**src/rtl/lsu_dmem_ctrl.sv**
```systemverilog
// Data-memory control for the load/store unit: two-cycle load sequencing,
// store lane alignment and load extraction against a 1-cycle-latency SRAM.
module lsu_dmem_ctrl #(
  parameter int unsigned ADDR_W        = 14,
  parameter logic [31:0] RST_LOAD_DATA = 32'h0
) (
  input  logic              clk,
  input  logic              rst,
  input  logic              MemRead,
  input  logic [3:0]        MemWrite,
  input  logic [2:0]        Func3,
  input  logic [31:0]       data_addr,
  input  logic [31:0]       rs2_data,
  input  logic [31:0]       dm_do,
  output logic [ADDR_W-1:0] dm_addr,
  output logic              dm_oe,
  output logic [3:0]        dm_web,
  output logic [31:0]       dm_di,
  output logic [1:0]        counter02,
  output logic              stall,
  output logic [31:0]       load_data,
  output logic              misalign_err
);

  typedef enum logic {IDLE, LD_DATA} state_t;

  state_t      state, state_nxt;
  logic [1:0]  k_q;
  logic [2:0]  f3_q;
  logic [31:0] load_q;
  logic [31:0] sh;
  logic [31:0] ext_data;
  logic        ext_err;

  assign dm_addr = data_addr[ADDR_W+1:2];

  always_ff @(posedge clk) begin
    if (rst) begin
      state  <= IDLE;
      load_q <= RST_LOAD_DATA;
      k_q    <= '0;
      f3_q   <= '0;
    end else begin
      state <= state_nxt;
      // Offset and width are captured with the request so later address
      // changes cannot disturb extraction in the data phase.
      if (state == IDLE && MemRead) begin
        k_q  <= data_addr[1:0];
        f3_q <= Func3;
      end
      if (state == LD_DATA) load_q <= ext_data;
    end
  end

  always_comb begin
    sh       = dm_do >> {k_q, 3'b000};
    ext_data = '0;
    ext_err  = 1'b0;
    case (f3_q)
      3'b000: ext_data = {{24{sh[7]}}, sh[7:0]};
      3'b001: begin
        if (k_q == 2'd3) ext_err = 1'b1;
        else             ext_data = {{16{sh[15]}}, sh[15:0]};
      end
      3'b010: begin
        if (k_q != 2'd0) ext_err = 1'b1;
        else             ext_data = dm_do;
      end
      3'b100: ext_data = {24'h0, sh[7:0]};
      3'b101: begin
        if (k_q == 2'd3) ext_err = 1'b1;
        else             ext_data = {16'h0, sh[15:0]};
      end
      default: ext_err = 1'b1;
    endcase
  end

  always_comb begin
    state_nxt    = state;
    dm_oe        = 1'b0;
    dm_web       = '0;
    dm_di        = '0;
    counter02    = 2'd0;
    stall        = 1'b0;
    load_data    = load_q;
    misalign_err = 1'b0;
    if (rst) begin
      state_nxt = IDLE;
      load_data = RST_LOAD_DATA;
    end else begin
      case (state)
        IDLE: begin
          if (MemRead) begin
            dm_oe     = 1'b1;
            stall     = 1'b1;
            state_nxt = LD_DATA;
          end else begin
            dm_web       = {MemWrite[0], MemWrite[1], MemWrite[2], MemWrite[3]};
            dm_di        = rs2_data << {data_addr[1:0], 3'b000};
            misalign_err = (MemWrite == 4'b0000) && (Func3 <= 3'b010) &&
                           (data_addr != 32'h0);
          end
        end
        LD_DATA: begin
          counter02    = 2'd1;
          load_data    = ext_data;
          misalign_err = ext_err;
          state_nxt    = IDLE;
        end
        default: state_nxt = IDLE;
      endcase
    end
  end

endmodule
```
**config.mk**
```make
export PLATFORM = sky130hd
export DESIGN_NAME = lsu_dmem_ctrl
export DESIGN_NICKNAME = d
export VERILOG_FILES = /design/src/rtl/lsu_dmem_ctrl.sv
export SDC_FILE = /design/constraint.sdc
export NUM_CORES = 1
export LEC_CHECK = 0
export BUFFER_PORTS_ARGS = -buffer_cell sky130_fd_sc_hd__buf_4
export CAP_MARGIN = 10
export CORE_UTILIZATION = 45
export DETAILED_ROUTE_END_ITERATION = 12
export PLACE_DENSITY = 0.95
export SYNTH_ARGS = -nofsm -noshare
export SYNTH_HDL_FRONTEND = slang
export SYNTH_SLANG_ARGS = --single-unit
```
**constraint.sdc**
```tcl
create_clock -name clk -period 6.6 [get_ports clk]
set_input_delay 1.98 -clock clk [delete_from_list [all_inputs] [get_ports clk]]
set_output_delay 1.98 -clock clk [all_outputs]
set_load 0.02 [all_outputs]
```
======== Yosys cells after proc, flatten, opt, wreduce, memory -nomap -nowiden ========
Index checks and enable logic that the tools add are counted.
word-level totals
  register bits after elaboration ......... 38
  logic and storage cells ................. 46
  output and inout port bits .............. 87
  bits of input ports ..................... 106
operators by class
  multiplexer cells ....................... 24
  equality and inequality tests ........... 5
  reductions and logical operators ........ 9
  magnitude comparators ................... 1
  shift operators ......................... 2
  bitwise operators ....................... 1
operator list
  kind                                                             number
  2-to-1 mux 32 bit                                                7
  case mux 32 bit (5 select lines)                                 1
  nonzero test 32 bit                                              1
  left shift 32 x 5 -> 32 bit                                      1
  right shift 32 x 5 -> 16 bit                                     1
  2-to-1 mux 16 bit                                                1
  2-to-1 mux 4 bit                                                 3
  2-to-1 mux 1 bit                                                 9
  == test 3 bit (second input constant)                            2
  zero test 4 bit                                                  1
  case mux 1 bit (2 select lines)                                  2
  OR reduction 2 bit                                               2
  == test 3 x 1 -> 1 bit (second input constant)                   1
  == test 3 x 2 -> 1 bit (second input constant)                   1
  less-or-equal comparator 3 x 2 -> 1 bit (second input constant)  1
  logical AND 1 bit                                                3
  zero test 3 bit                                                  1
  case mux 1 bit (3 select lines)                                  1
  == test 2 bit (second input constant)                            1
  nonzero test 2 bit                                               1
  inverter 1 bit                                                   1

======== Depth between registers and ports, before layout ========
Gate-level depths: netlist of run 1.
  word-level depth ........................ 6
  depth in mapped cells ................... 7
  gate-level depth less buffers ........... 4

======== Least setup slack after synthesis of run 1 ========
Ideal clock, no wire load.
  kind .................................... input port to output port
  from .................................... in data_addr[1]
  to ...................................... out dm_di[24]
  arrival ................................. 3.189 ns
  required time ........................... 4.620 ns
  stages on the path ...................... 4
  buffers on the path ..................... 2
  slack ................................... 1.431 ns
  cells stage by stage .................... clkbuf_1 > buf_2 > mux2i_1 > a211oi_1
on the way
  longest elaborated chain between the ends .. 4
ends and longest elaborated chain
  element                      line  source
  start: declaration           12    input logic [31:0] data_addr,
  left shift 32 x 5 -> 32 bit  99    dm_di = rs2_data << {data_addr[1:0], 3'b000};
  2-to-1 mux 32 bit            93    if (MemRead) begin
  2-to-1 mux 32 bit            91    case (state)
  2-to-1 mux 32 bit            87    if (rst) begin
  end: declaration             18    output logic [31:0] dm_di,
Every way passes these cells.

======== Worst setup path in the final report of run 1 ========
  from .................................... in rst
  to ...................................... out load_data[7]
on the way
  longest elaborated chain between the ends .. 1
ends and longest elaborated chain
  element             line  source
  start: declaration  8     input logic rst,
  2-to-1 mux 32 bit   n/a
  end: declaration    21    output logic [31:0] load_data,
Every way passes these cells.

==> results of run 1 <==
how the worst max path moves through the flow:
stage	endpoint	cells past startpoint	slack [ns]	startpoint
floorplan	dm_di[24]	4	1.43	data_addr[1]
global placement	load_data[7]	6	1.16	rst
detailed placement	load_data[7]	6	1.10	rst
CTS	load_data[7]	6	1.10	rst
global route	load_data[7]	6	0.92	rst
finish	load_data[7]	6	1.08	rst
cell usage in the layout, fill, tap and decap left out, types with 2 or more instances in the layout:
cell,Yosys,layout
and2_1,12,12
dfxtp_1,38,38
clkbuf_8,0,5
buf_4,20,192
o21ai_1,2,2
nor2b_1,13,13
a221o_1,29,29
a31oi_1,2,2
mux2i_1,20,20
inv_1,3,3
nor4_1,8,8
a21oi_1,12,12
and3_1,7,7
nor2_1,39,38
o2bb2ai_1,7,7
a22o_1,8,8
nand3_1,2,2
a211oi_1,17,17
o31ai_1,2,2
nand2_1,12,12
and2b_2,2,2
mux4_2,6,6
nor3_1,2,2
routing by layer:
| metal | vias to the layer above | GRT usage, % | part of all wire [%] |
|---|---|---|---|
| met2 | 165 | 51.9 | 53 |
| li1 | 1461 | - | - |
| met3 | 19 | 5.14 | 7.4 |
| met4 | 0 | 8.57 | 1.6 |
| met5 | - | 0 | 0 |
| met1 | 1450 | 35.4 | 38 |
per-stage QoR:
stage / setup WS (ns) / cells / hold slack (ns)
floorplan: 1.43 / 307 / 0.524
global placement: 1.16 / 528 / 0.472
detailed placement: 1.10 / 528 / 0.472
CTS: 1.10 / 536 / 0.497
global route: 0.916 / 536 / 0.511
finish: 1.08 / 536 / 0.493
state kept, by name, summed over array words and instances (netlist names):
register  count
k_q           2
load_q       32
f3_q          3
state         1
synthesized netlist by cell type, types with 3 or more instances:
master / count / area (sq um)
nor2_1: 39 / 146
dfxtp_1: 38 / 761
a221o_1: 29 / 290
buf_4: 20 / 150
mux2i_1: 20 / 200
a211oi_1: 17 / 128
nor2b_1: 13 / 81.3
a21oi_1: 12 / 60.1
and2_1: 12 / 75.1
nand2_1: 12 / 45.0
clkbuf_1: 11 / 41.3
a22o_1: 8 / 70.1
nor4_1: 8 / 50.1
and3_1: 7 / 43.8
o2bb2ai_1: 7 / 61.3
buf_2: 6 / 30.0
mux4_2: 6 / 135
buf_6: 4 / 45.0
inv_1: 3 / 11.3
cell families (layout without fill, tap and decap cells):
kind of cell | count (synthesis) | in the layout | synth area share [%]
compound gates | 89 | 89 | 28.1
flops | 38 | 38 | 27.9
simple gates | 105 | 105 | 20.0
buf+inv | 46 | 203 | 10.5
other cells | 1 | 1 | 0.138
mux | 28 | 28 | 13.3
final cells by class:
| type | instances | share of cell area (%) |
|---|---|---|
| clock buffer | 6 | 1.78 |
| clock inverter | 2 | 0.338 |
| inverter | 3 | 0.277 |
| multi-input combinational | 223 | 41.3 |
| sequential | 38 | 18.7 |
| tap | 72 | 2.21 |
| timing repair buffer | 192 | 35.4 |
power by group:
part / internal (W) / switching (W) / total (W)
registers: 0.000243 / 0.0000115 / 0.000255
clock network: 0.0000745 / 0.0000841 / 0.000159
logic: 0.000112 / 0.000113 / 0.000226
total: 0.000430 / 0.000209 / 0.000639
==> flow_summary.ini, run 1 <==
[setup_path]
crit_family = simple AND/OR/NAND/NOR gates
cp_slowest_cell = and3_1
cp-end-kind = output port
cpPeakStageDelay_ns = 0.74
crit_path_frequent_cell = buf_4
reg2reg_depth = 3
critical_path.cell_chain = buf_4 > nor2b_2 > and3_1 > a22oi_1 > o21ai_1 > buf_4
crit_type = input port to output port
cp.arrival_ns = 3.54
startpoint_type = input port
worst-path-buf-inv = 2
required_ns = 4.62
cp_max_fo = 24
r2r_end = load_q[19]
rrSetupSlack_ns = 4.39
reg2reg_from = k_q[0]

[yosys]
ys_ff_latch = 38
ys_warn_count = 0
ys_async_sr_fraction_pct = 0
synth.avg_cell_area_sq_um = 8.87
synth_nets = 413
synth_area_sq_um = 2720
synth-main-ff-cell = dfxtp_1
yosys.cell_types.count = 47
syn-instance-count = 307
ys_seq_area_share_pct = 27.9
synth_edf_count = 0

[global_routing]
grt_max_degree = 37
antenna_found_initial = 0
overflow = 0
grt_pass1_vias = 2918
grt_pass1_wl_mm = 14.3
grtUsageTotal_pct = 29.1

[clock_tree]
cts_setup_buffers = 0
cts_root_buf = clkbuf_8
clock_latency_ns = 0.30
clockBufferDepth = 2
cts_tree = done
cts_inserted_buffers = 5
post_cts_resize_count = 0
htreeDepth = 2
cts_sinks = 38
path_clk_slew_ns = 0.08
cts_hold_buf = 0

[floorplan]
die_y_um = 79.8
die_w_um = 79.8
pin_count = 193
dieArea_sq_um = 6370
rows = 27
core_sq_um = 5680
initial_utilization_pct = 48.0

[final_layout]
drive_gt1_share_pct = 46.8
final_nets = 569
nFillCells = 427
regArea_sq_um = 761
final_cell_area_sq_um = 4070
antenna_cells = 0
fin_util_pct = 71.7
area_growth_pct = 49.4
multi_input_area_sq_um = 1680

[route]
vias_per_cell = 5.77
drc = 0
firstDrtPassIters = 6
routedWlPerCell_um = 18.0
drtAntennaViolNets = 0
drt-total-wl_mm = 9.63
drtIter0Drc = 325
vias = 3095

[placement]
port_buffers = 191
dp_hpwl_mm = 7.64
place_area_sq_um = 3980
routabilityCongestion = 0.953

[timing]
period_minus_slack_ns = 5.52
setup_viol = 0
max_freq_mhz = 181
fin_skew_ns = 0.0118
rsz0062_at_grt = no
tightestPinTransition_ns = 0.904
min_period_over_period_pct = 83.6
setup-tns-final_ns = 0
slew_violations = 0
slew_headroom_pct = 39.6
finalHoldViolCount = 0

[worst_hold_path]
whs_path_depth = 1
hold_path.startpoint = load_q[8]
hold_path.class = flop to flop
holdPathEnd = load_q[8]

[pwr]
power_density_nw_per_um2 = 157
p_total_w = 0.000639
peakVddDrop_mv = 0.145
p_leak_nw = 1.93

[run]
maxCapViolCount = 0

[run_status]
status = completed
No activity file was read; power rests on OpenSTA's default activity.
==> run 2: changes to the inputs <==
--- a/config.mk
+++ b/config.mk
@@ -7,9 +7,9 @@
 export LEC_CHECK = 0
 export BUFFER_PORTS_ARGS = -buffer_cell sky130_fd_sc_hd__buf_4
 export CAP_MARGIN = 10
-export CORE_UTILIZATION = 45
+export CORE_UTILIZATION = 42
 export DETAILED_ROUTE_END_ITERATION = 12
-export PLACE_DENSITY = 0.95
+export PLACE_DENSITY = 0.91
 export SYNTH_ARGS = -nofsm -noshare
 export SYNTH_HDL_FRONTEND = slang
 export SYNTH_SLANG_ARGS = --single-unit
==> constraint.sdc (replaced) <==
create_clock -name clk -period 5.7 [get_ports clk]
set_input_delay 1.71 -clock clk [delete_from_list [all_inputs] [get_ports clk]]
set_output_delay 1.71 -clock clk [all_outputs]
set_load 0.02 [all_outputs]
==> flow_summary.ini, run 2 (same netlist as run 1, synthesis figures left out) <==
[setup_path]
rrSetupSlack_ns = 3.48
crit_path_start = rst
crit_path_end = load_data[24]
required_ns = 3.99
cp-end-kind = output port
cp.arrival_ns = 3.27
r2r_end = load_q[24]
reg2reg_depth = 4
cp_max_fo = 16
crit_type = input port to output port
startpoint_type = input port
reg2reg_from = k_q[1]

[final_layout]
regArea_sq_um = 761
largestRegisters = load_q: 32 flops, f3_q: 3 flops, k_q: 2 flops
final_cell_area_sq_um = 4130
final_nets = 570
final_cell_mix = 193 x buf_4, 38 x nor2_1, 38 x dfxtp_1
largest_register_ffs = 32
drive_gt1_share_pct = 47.1
antenna_cells = 0
final_common_cell = buf_4
multi_input_area_sq_um = 1680
top_register = load_q
nFillCells = 496
area_growth_pct = 51.7

[timing]
slew_violations = 0
rsz0062_at_grt = no
min_period_over_period_pct = 87.4
setup_ws_ns = 0.717
tightestPinTransition_ns = 0.925
max_freq_mhz = 201
finalHoldViolCount = 0
whs_ns = 0.495
setup_viol = 0
period_minus_slack_ns = 4.98
fin_skew_ns = 0.00719
slew_headroom_pct = 38.3
setup-tns-final_ns = 0

[route]
vias = 3105
firstDrtPassIters = 6
drtAntennaViolNets = 0
drc = 0
routedWlPerCell_um = 18.3
vias_per_cell = 5.75
drtIter0Drc = 342
drt-total-wl_mm = 9.89

[global_routing]
gr-max-usage-layer = met2
grtUsageTotal_pct = 27.5
antenna_found_initial = 0
overflow = 0
grt_pass1_wl_mm = 14.1
use_met2_pct = 48.5
grtUsageMet1_pct = 34.1
grt_max_degree = 37
grt_pass1_vias = 2866
use_met3_pct = 4.51

[floorplan]
core_sq_um = 6100
rows = 28
pin_count = 193
dieArea_sq_um = 6810
initial_utilization_pct = 44.7
die_w_um = 82.5
die_y_um = 82.5

[placement]
post-place-ws_ns = 0.765
port_buffers = 191
place_area_sq_um = 3990
dp_hpwl_mm = 7.76
routabilityCongestion = 0.869

[pwr]
power_density_nw_per_um2 = 201
p_leak_nw = 1.96
peakVddDrop_mv = 0.180

[clock_tree]
cts_setup_buffers = 0
cts_tree = done
htreeDepth = 2
post_cts_resize_count = 0
clock_latency_ns = 0.29
path_clk_slew_ns = 0.08
cts_root_buf = clkbuf_8
cts_inserted_buffers = 5
cts_sinks = 38
clockBufferDepth = 2
cts_hold_buf = 0

[run_status]
status = completed

[worst_hold_path]
hold_path.class = flop to flop

[run]
maxCapViolCount = 0
run 2: changes by cell type in the layout (fill, tap and decap cells not counted), sizes merged:
cell / before / now
buf: 192 / 193
bufinv: 0 / 2
clkbuf: 6 / 5
clkinv: 2 / 1
run 2: worst min-delay path by stage:
stage | slack, ns | endpoint | depth (start not counted) | startpoint
after global routing | 0.51 | load_q[31] | 1 | load_q[31]
final | 0.50 | load_q[30] | 1 | load_q[30]
after global placement | 0.46 | load_q[3] | 2 | load_q[3]
after detailed placement | 0.47 | load_q[17] | 1 | load_q[17]
after CTS | 0.49 | load_q[17] | 1 | load_q[17]
after floorplan | 0.52 | f3_q[2] | 2 | f3_q[2]
run 2: critical path: stages:
cell and delay, ns:
buf_4 0.16, nor3b_2 0.38, and2b_1 0.18, a21boi_4 0.44
a221o_1 0.23, buf_4 0.16
run 2: where the power goes:
part / internal, W / switching (W)
clock: 0.000175 / 0.0000998
sequential: 0.000281 / 0.0000134
combinational: 0.000130 / 0.000132
run 2: layer usage:
layer / wire (um) / vias up
li1: - / 1469
met1: 3930 / 1463
met2: 5160 / 153
met3: 614 / 20
met4: 184 / 0
met5: 0 / -
run 2: metrics by stage:
step / std cells / power [W] / util, %
3_5_place_dp: 532 / 0.000559 / 65.5
6_report: 540 / 0.000832 / 67.8
3_3_place_gp: 532 / 0.000553 / 65.5
4_1_cts: 540 / 0.000833 / 67.8
2_1_floorplan: 307 / 0.000442 / -
5_1_grt: 540 / 0.000864 / 67.8
run 2: final cells by class:
| class | count | share of cell area [%] |
|---|---|---|
| well taps | 75 | 2.27 |
| repair buffers | 193 | 35.1 |
| multi-input cells | 223 | 40.6 |
| flip-flops and latches | 38 | 18.4 |
| clock buffers | 5 | 1.67 |
| inverters | 3 | 0.273 |
| clock inverters | 3 | 1.67 |
==> run 3: changes to the inputs <==
--- a/config.mk
+++ b/config.mk
@@ -7,6 +7,7 @@
 export LEC_CHECK = 0
 export BUFFER_PORTS_ARGS = -buffer_cell sky130_fd_sc_hd__buf_4
 export CAP_MARGIN = 10
+export CORE_ASPECT_RATIO = 1.2
 export CORE_UTILIZATION = 42
 export DETAILED_ROUTE_END_ITERATION = 12
 export PLACE_DENSITY = 0.91
==> flow_summary.ini, run 3 (same netlist as run 1, synthesis figures left out) <==
[final_layout]
top_register = load_q
final_cells = 547
area_growth_pct = 50.5
multi_input_area_sq_um = 1680
drive_gt1_share_pct = 47.1
fin_util_pct = 66.9
final_common_cell = buf_4
final_cell_mix = 193 x buf_4, 38 x nor2_1, 38 x dfxtp_1
antenna_cells = 0
largestRegisters = load_q: 32 flops, f3_q: 3 flops, k_q: 2 flops
regArea_sq_um = 761
final_nets = 570
nFillCells = 504
largest_register_ffs = 32

[clock_tree]
cts_tree = done
clock_latency_ns = 0.29
cts_root_buf = clkbuf_8
clockBufferDepth = 2
cts_sinks = 38
htreeDepth = 2
post_cts_resize_count = 0
cts_hold_buf = 0
cts_setup_buffers = 0
path_clk_slew_ns = 0.08
cts_inserted_buffers = 5

[placement]
port_buffers = 191
dp_hpwl_mm = 8.58
routabilityCongestion = 0.983
place_inst = 539

[setup_path]
cp-end-kind = output port
rrSetupSlack_ns = 3.40
cp_max_fo = 14
required_ns = 3.99
crit_type = input port to output port
startpoint_type = input port
cp.arrival_ns = 3.35

[floorplan]
rows = 31
dieArea_sq_um = 6810
core_sq_um = 6130
pin_count = 193
die_y_um = 90.2
die_w_um = 75.5
initial_utilization_pct = 44.4

[route]
drt-total-wl_mm = 10.8
drc = 0
drtIter0Drc = 294
vias = 3272
routedWlPerCell_um = 19.8
vias_per_cell = 5.98
drtAntennaViolNets = 0
firstDrtPassIters = 6

[pwr]
p_leak_nw = 1.94
peakVddDrop_mv = 0.131
power_density_nw_per_um2 = 185

[timing]
slew_headroom_pct = 34.7
setup_viol = 0
slew_violations = 0
tightestPinTransition_ns = 0.978
finalHoldViolCount = 0
rsz0062_at_grt = no
period_minus_slack_ns = 5.06
max_freq_mhz = 198
fin_skew_ns = 0.00333
min_period_over_period_pct = 88.8
setup-tns-final_ns = 0

[global_routing]
grt_max_degree = 37
grt_pass1_wl_mm = 16.3
overflow = 0
antenna_found_initial = 0
grtUsageTotal_pct = 31.7
grt_pass1_vias = 3161

[run]
maxCapViolCount = 0

[run_status]
status = completed

[worst_hold_path]
hold_path.class = flop to flop
run 3: per-layer routing:
| metal | up-vias | global-route usage, % | part of all wire, % |
|---|---|---|---|
| met3 | 24 | 4.71 | 9.4 |
| li1 | 1464 | - | - |
| met1 | 1541 | 38.1 | 37 |
| met4 | 0 | 10.5 | 2.9 |
| met5 | - | 0 | 0 |
| met2 | 243 | 55.8 | 50 |
run 3: final timing paths:
path	from	end	cells past startpoint
worst min-delay path	load_q[3]	load_q[3]	2
worst max-delay path	rst	load_data[9]	6
worst min register to register	load_q[3]	load_q[3]	2
worst max register to register	k_q[0]	load_q[9]	4
run 3: report_power, final:
part,switching [W],internal (W)
logic,0.000135,0.000130
clock network,0.0000996,0.0000973
registers,0.0000137,0.000281
total,0.000249,0.000509
run 3: final cells by class:
| type | count | share of cell area [%] |
|---|---|---|
| clock buffers | 6 | 2.02 |
| clock inverters | 2 | 0.305 |
| inverters | 3 | 0.275 |
| multi-input cells | 223 | 41.0 |
| flip-flops and latches | 38 | 18.6 |
| well taps | 82 | 2.50 |
| repair buffers | 193 | 35.4 |
run 3: critical path, stage by stage:
cell and delay, ns:
buf_4 0.16, nor3b_2 0.45, nand2_1 0.12, nor2_1 0.50, a221o_1 0.25, buf_4 0.15
run 3: metrics by stage:
stage,total power [W],setup WS [ns],hold slack [ns],area (sq um)
floorplan,0.000442,1.07,0.524,2720
global placement,0.000557,0.784,0.471,4000
global route,0.000789,0.449,0.499,4100
finish,0.000758,0.638,0.489,4100
CTS,0.000756,0.678,0.494,4100
detailed placement,0.000563,0.690,0.471,4000
